<file path="src/rtl/uart_tx_arbiter.sv">
// Round-robin arbiter that lets several requesters share one UART transmitter.
// One frame is in flight at a time: grant in IDLE, present to the transmitter
// in ISSUE, then wait for its completion pulse (bounded by a timeout) in WAIT_DONE.
module uart_tx_arbiter #(
    parameter int DATA_WIDTH   = 16,
    parameter int NUM_REQ      = 4,
    parameter int DONE_TIMEOUT = 4096
) (
    input  logic                          clk,
    input  logic                          rst_n,
    input  logic [NUM_REQ-1:0]            req_valid,
    input  logic [NUM_REQ*DATA_WIDTH-1:0] req_data,
    input  logic [NUM_REQ-1:0]            req_error,
    output logic [NUM_REQ-1:0]            req_ready,
    input  logic                          parity_per_byte,
    output logic                          tx_valid,
    output logic [DATA_WIDTH-1:0]         tx_data,
    output logic                          tx_error,
    output logic                          tx_parity_per_byte,
    input  logic                          tx_ready,
    input  logic                          tx_done,
    output logic [$clog2(NUM_REQ)-1:0]    grant_id,
    output logic                          busy,
    output logic                          timeout_err
);

    localparam int GW = $clog2(NUM_REQ);
    localparam int CW = $clog2(DONE_TIMEOUT) + 1;
    localparam logic [CW-1:0] CNT_TERM = CW'(DONE_TIMEOUT - 1);
    localparam logic [GW-1:0] LAST_RST = GW'(NUM_REQ - 1);

    typedef enum logic [1:0] {
        IDLE,
        ISSUE,
        WAIT_DONE
    } state_t;

    state_t                  state;
    state_t                  state_nxt;
    logic [GW-1:0]           last_grant;
    logic [CW-1:0]           done_cnt;
    logic                    win_found;
    logic [GW-1:0]           win_idx;
    logic [DATA_WIDTH-1:0]   win_data;
    logic                    win_err;
    logic                    timeout_hit;

    // Search starts just after the last winner, so the previous winner is
    // considered last and cannot win twice while someone else is waiting.
    function automatic logic [GW:0] rr_pick(input logic [NUM_REQ-1:0] vld,
                                            input logic [GW-1:0]      last);
        logic [GW:0] res;
        int          cand;
        res = '0;
        for (int i = 1; i <= NUM_REQ; i++) begin
            cand = int'(last) + i;
            if (cand >= NUM_REQ) cand = cand - NUM_REQ;
            if (!res[GW] && vld[GW'(cand)]) res = {1'b1, GW'(cand)};
        end
        return res;
    endfunction

    // Pick the round-robin winner and select its payload and error flag
    always_comb begin
        {win_found, win_idx} = rr_pick(req_valid, last_grant);
        win_data = '0;
        win_err  = 1'b0;
        for (int k = 0; k < NUM_REQ; k++) begin
            if (GW'(k) == win_idx) begin
                win_data = req_data[k*DATA_WIDTH +: DATA_WIDTH];
                win_err  = req_error[k];
            end
        end
    end

    // Timeout fires only when no completion pulse arrives in the terminal cycle
    assign timeout_hit = (state == WAIT_DONE) && !tx_done && (done_cnt == CNT_TERM);

    // State register
    always_ff @(posedge clk or negedge rst_n) begin
        if (!rst_n) state <= IDLE;
        else        state <= state_nxt;
    end

    // Next-state logic and handshake outputs; req_ready is forced low while
    // reset is held so the accept pulse cannot leak out during reset
    always_comb begin
        state_nxt = state;
        req_ready = '0;
        tx_valid  = 1'b0;
        busy      = (state != IDLE);
        case (state)
            IDLE: begin
                if (win_found) begin
                    req_ready = rst_n ? (NUM_REQ'(1) << win_idx) : '0;
                    state_nxt = ISSUE;
                end
            end
            ISSUE: begin
                tx_valid = 1'b1;
                if (tx_ready) state_nxt = WAIT_DONE;
            end
            WAIT_DONE: begin
                if (tx_done || timeout_hit) state_nxt = IDLE;
            end
            default: state_nxt = IDLE;
        endcase
    end

    // Latch the winner's frame and record the grant at the accept cycle
    always_ff @(posedge clk or negedge rst_n) begin
        if (!rst_n) begin
            last_grant         <= LAST_RST;
            grant_id           <= '0;
            tx_data            <= '0;
            tx_error           <= 1'b0;
            tx_parity_per_byte <= 1'b0;
        end else if (state == IDLE && win_found) begin
            last_grant         <= win_idx;
            grant_id           <= win_idx;
            tx_data            <= win_data;
            tx_error           <= win_err;
            tx_parity_per_byte <= parity_per_byte;
        end
    end

    // Completion timeout counter (held at zero until WAIT_DONE, saturates at
    // the terminal count) and the sticky timeout flag
    always_ff @(posedge clk or negedge rst_n) begin
        if (!rst_n) begin
            done_cnt    <= '0;
            timeout_err <= 1'b0;
        end else begin
            if (state != WAIT_DONE)
                done_cnt <= '0;
            else if (done_cnt != CNT_TERM)
                done_cnt <= done_cnt + 1'b1;
            if (timeout_hit) timeout_err <= 1'b1;
        end
    end

endmodule

</file>
<file path="config.mk">
export PLATFORM = sky130hd
export DESIGN_NAME = uart_tx_arbiter
export DESIGN_NICKNAME = d
export VERILOG_FILES = /design/src/rtl/uart_tx_arbiter.sv
export SDC_FILE = /design/constraint.sdc
export NUM_CORES = 1
export LEC_CHECK = 0
export CAP_MARGIN = 25
export CORE_ASPECT_RATIO = 2
export CORE_MARGIN = 1
export CORE_UTILIZATION = 46
export CTS_CLUSTER_DIAMETER = 100
export DETAILED_ROUTE_END_ITERATION = 10
export PLACE_DENSITY = 0.84
export SETUP_SLACK_MARGIN = 0.1
export SLEW_MARGIN = 40
export SYNTH_ARGS = -nofsm -noshare
export SYNTH_HDL_FRONTEND = slang
export SYNTH_SLANG_ARGS = --single-unit
export TNS_END_PERCENT = 1
</file>
<file path="constraint.sdc">
create_clock -name clk -period 5.5 [get_ports clk]
set_clock_uncertainty 0.05 [all_clocks]
set_input_delay 1.375 -clock clk [delete_from_list [all_inputs] [get_ports clk]]
set_output_delay 1.375 -clock clk [all_outputs]
set_load 0.03 [all_outputs]
</file>
======== Word-level counts from Yosys, hierarchy flattened ========
Cells that the tools add are included.
word-level totals
  register bits ........................... 38
  latch bits .............................. 0
  RAM bits ................................ 0
  memory bits (read-only) ................. 0
  input bits .............................. 77
  output and inout bits ................... 27
  memories ................................ 0
cells by class
  add/sub/neg operators ................... 9
  multiply operators ...................... 0
  div/mod/pow operators ................... 0
  magnitude comparators ................... 8
  equality and inequality tests ........... 11
  shifts and indexed selects .............. 1
  multiplexer cells ....................... 38
  bitwise logic cells ..................... 0
  reduce and logical (&&, ||, !) cells .... 16
operators by type and width
  kind                   number
  $mux 16                4
  $mux 13                2
  $lt 2x4->1 const B     4
  $mux 2                 7
  $add 13x1->13 const B  1
  $eq 13x12->1 const B   1
  $mux 1                 13
  $ne 13x12->1 const B   1
  $mux 3                 4
  $mux 4                 3
  $ge 3x3->1 const B     3
  $bmux 1 s2             4
  $sub 2x1->2 const B    4
  $add 2x2->3 const B    2
  $logic_and 1x1->1      6
  $ne 2x2->1 const B     3
  $pmux 2 s3             1
  $add 2x3->4 const B    1
  $eq 2x2->1 const A     2
  $ge 4x3->1 const B     1
  $logic_not 1->1        4
  $logic_not 2->1        2
  $reduce_bool 2->1      2
  $shl 1x2->4 const A    1
  7 further kinds        7

======== Longest topological paths before layout ========
  depth after elaboration ................. 21
  gate-level depth with buffers ........... 7

======== Least setup slack after synthesis ========
OpenSTA, ideal clock, no wires.
  path type ............................... input to output
  from .................................... input port req_valid[2]
  to ...................................... output port req_ready[2]
  arrival ................................. 2.606 ns
  setup slack ............................. 1.469 ns
  stages .................................. 7
  path buffers ............................ 3
  cell sequence ........................... nor2_1 -> a21oi_1 -> buf_4 -> buf_4 -> buf_2 -> nand3_1 -> nor2_1
on the way
  longest elaborated chain between the ends .. 17
  elaborated cells between the ends (all ways) .. 26
  classes of those cells .................. shift (1); mux (19); reduce/logical (6)
ends and longest elaborated chain
  what                                       line  source
  start: declaration                         11    input logic [NUM_REQ-1:0] req_valid,
  $bmux 1 s2                                 58    if (!res[GW] && vld[GW'(cand)]) res = {1'b1, GW'(cand)};
  $mux 1 (implied by the code) (2 in a row)  58
  $mux 3                                     58
  $logic_not 1->1                            58
  $logic_and 1x1->1                          58
  $mux 3                                     58
  $logic_not 1->1                            58
  $logic_and 1x1->1                          58
  $mux 3                                     58
  $logic_not 1->1                            58
  $logic_and 1x1->1                          58
  $mux 3 (*)                                 58
  $shl 1x2->4                                95    req_ready = rst_n ? (NUM_REQ'(1) << win_idx) : '0;
  $mux 4                                     95
  $mux 4 (*)                                 94    if (win_found) begin
  $mux 4 (*)                                 92    case (state)
  end: declaration                           14    output logic [NUM_REQ-1:0] req_ready,
Mark *: on every way between the ends. The rest lies on a longest branch, timed or not. The select of a mux whose other input is x is not followed.

======== Worst setup path after layout ========
  from .................................... input port req_valid[3]
  to ...................................... output port req_ready[2]
The elaborated chain is that of the path after synthesis.

==> metrics.txt <==
Async S/R FF share, synth between 90% and 100%; worst-margin pin slew 0.741 ns; register area share after synthesis 39.6%; EDFF count, synth 0; chip height 104 µm; core outline area between 4000 and 5000 µm²; Layout area overhead 46.7%; io pins roughly 100; design area 3530 µm²; worst r2r dst tx_data[1]$_DFFE_PN0P_; CP max FO 18; FF+latch count, synth 38; # clock sinks 38; Max H-tree Level 2; Setup Fix Bufs, Post-CTS 0; Synth Net Count 325; Total GRT Usage between 20 and 25%; reg2reg path depth 5; CTS Buffer Depth 2; final setup margin slightly above 0.6 ns; Synth Flop Type dfrtp_1; antenna cells 0; Final Cycle Share 88.9%; hold buffers post-CTS 0; grt total ovfl 0; Peak VDD IR 0.450 mV; Worst Path Arrival 3.46 ns; Wirelength per Cell 15.8 µm; Hold EP timeout_err$_DFFE_PN0P_; num rows 36; Warnings, synthesis 0; via count between 2000 and 2500; RSZ-0062 raised after global routing no; min Tclk post-route 4.89 ns; final setup TNS 0 ns; 1st-pass router iterations 4; outcome finished clean; max-slew violation total from the final report 0; Critical R2R Launch last_grant[1]$_DFFE_PN1P_; Final Hold Fails 0; max-cap check violation count 0; Worst Setup End Kind primary output; Distinct cells, synth 43; NumNets Final 423; CTS resizes 0; register-to-register setup slack 3.11 ns; clock-pin slew on the worst setup and hold paths about 0.070 ns; hold-critical path depth 1; Syn Inst Count 247; vias per inst 5.50; Setup violations, final 0; power per cell area 455 nW/µm²; vias in the first global route 2331; Chip Width 53.1 µm; Syn Area/Cell 9.74 µm²; P_leak 1.48 nW; critical path startpoint category input pin; largest net degree at the start of global routing 29; TritonCTS Buffers 5; hold_ws 0.410 ns; placed instance area 3430 µm²; clk root buf clkbuf_8; Fmax 205 MHz; CP Class input pin to primary output; total routed wirelength ~6.4 mm; Starting Density between 40% and 50%; total power roughly 0.0016 W; initial antenna violation count 0; DR iter-0 viols 57; die area 5540 µm²; mapped cell area 2410 µm²; Worst slew margin 50.6%; most frequent cells in the layout clkdlybuf4s50_1 (102), dfrtp_1 (36), nand3_1 (29); antenna-violating nets left 0; leading cell type in the layout, fill and taps excluded clkdlybuf4s50_1; critical path required time 4.07 ns; global-route wire length before repair about 10 mm; CTS tree yes; share of cells above drive strength 1 13.3%; DP Wirelength 4.95 mm; routability congestion estimate 0.843; DRC 0; Post-Place Setup Slack 0.586 ns; Hold Crit Class flip-flop to flip-flop; port bufs approximately 100; HP Start timeout_err$_DFFE_PN0P_; Worst-Skew Late Latency 0.28 ns
==> power breakdown <==
group	internal (W)	switching [W]	total [W]	leakage, nW
logic	0.000419	0.000548	0.000967	0.949
registers	0.000380	0.0000624	0.000442	0.481
clock network	0.000101	0.0000961	0.000197	0.0482
total	0.000900	0.000707	0.00161	1.48
==> layer usage <==
metal | track usage, % | wire (µm) | part of all wire [%] | up-vias
met5 | 0 | 0 | 0 | -
met4 | 10.3 | 183 | 2.9 | 0
met3 | 4.82 | 278 | 4.4 | 15
met2 | 45.1 | 3590 | 56 | 74
met1 | 26.1 | 2320 | 36 | 1052
li1 | - | - | - | 1075
==> cells by family (layout without fill, tap and decap cells) <==
family | after synthesis | after routing | share of synthesized area (%)
adder cells (fa/ha/maj) | 1 | 1 | 0.520
AND/OR/NAND/NOR | 104 | 104 | 20.6
AO/OA/AOI/OAI | 45 | 45 | 15.9
flip-flops | 38 | 38 | 39.6
XOR/XNOR | 8 | 8 | 2.91
multiplexers | 32 | 32 | 15.5
buffers and inverters | 19 | 118 | 4.89
==> registers in the layout, summed over array words and instances, names as in the netlist <==
register and cells:
tx_data 16, done_cnt 13, grant_id 2, last_grant 2, state 2, timeout_err 1
tx_error 1, tx_parity_per_byte 1
==> synth_stat cells (4+ instances only) <==
cell type | count | area (µm²)
dfrtp_1 | 36 | 901
mux2i_1 | 19 | 190
clkbuf_1 | 6 | 22.5
nand3_1 | 29 | 145
nor2_1 | 28 | 105
mux2_4 | 10 | 150
o211ai_2 | 10 | 125
a211oi_1 | 8 | 60.1
o21ai_0 | 4 | 20.0
nand2b_1 | 4 | 25.0
a21oi_1 | 5 | 25.0
nand3b_1 | 4 | 30.0
a21boi_0 | 5 | 37.5
xor2_1 | 5 | 43.8
nand2_1 | 26 | 97.6
==> area by class of cell <==
class	count	area (µm²)
Inverter	3	11.3
Clock buffer	7	86.3
Fill cell	412	1420
Clock inverter	1	5.00
Tap cell	57	71.3
Multi-Input combinational cell	190	1350
Timing Repair Buffer	107	1060
Sequential cell	38	953
==> worst max-delay path by stage <==
stage / depth (start not counted) / slack [ns] / start / to
6_report: 6 / 0.61 / req_valid[3] / req_ready[2]
3_3_place_gp: 6 / 0.69 / req_valid[3] / req_ready[2]
2_1_floorplan: 7 / 1.47 / req_valid[2] / req_ready[2]
3_5_place_dp: 6 / 0.59 / req_valid[3] / req_ready[2]
5_1_grt: 6 / 0.49 / req_valid[3] / req_ready[2]
4_1_cts: 6 / 0.60 / req_valid[3] / req_ready[2]
==> worst max-delay path: stages <==
cell             delay (ns)
clkdlybuf4s50_1        0.47
mux2i_1                0.22
a2bb2oi_2              0.28
nand2_4                0.25
nor2_1                 0.18
clkdlybuf4s50_1        0.69
==> metrics by stage <==
| step | util [%] | std cells |
|---|---|---|
| 3_3_place_gp | 69.2 | 395 |
| 6_report | 71.3 | 403 |
| 2_1_floorplan | - | 247 |
| 3_5_place_dp | 69.2 | 395 |
| 5_1_grt | 71.3 | 403 |
| 4_1_cts | 71.1 | 403 |
Note: power is estimated with default switching activity, not from simulation.
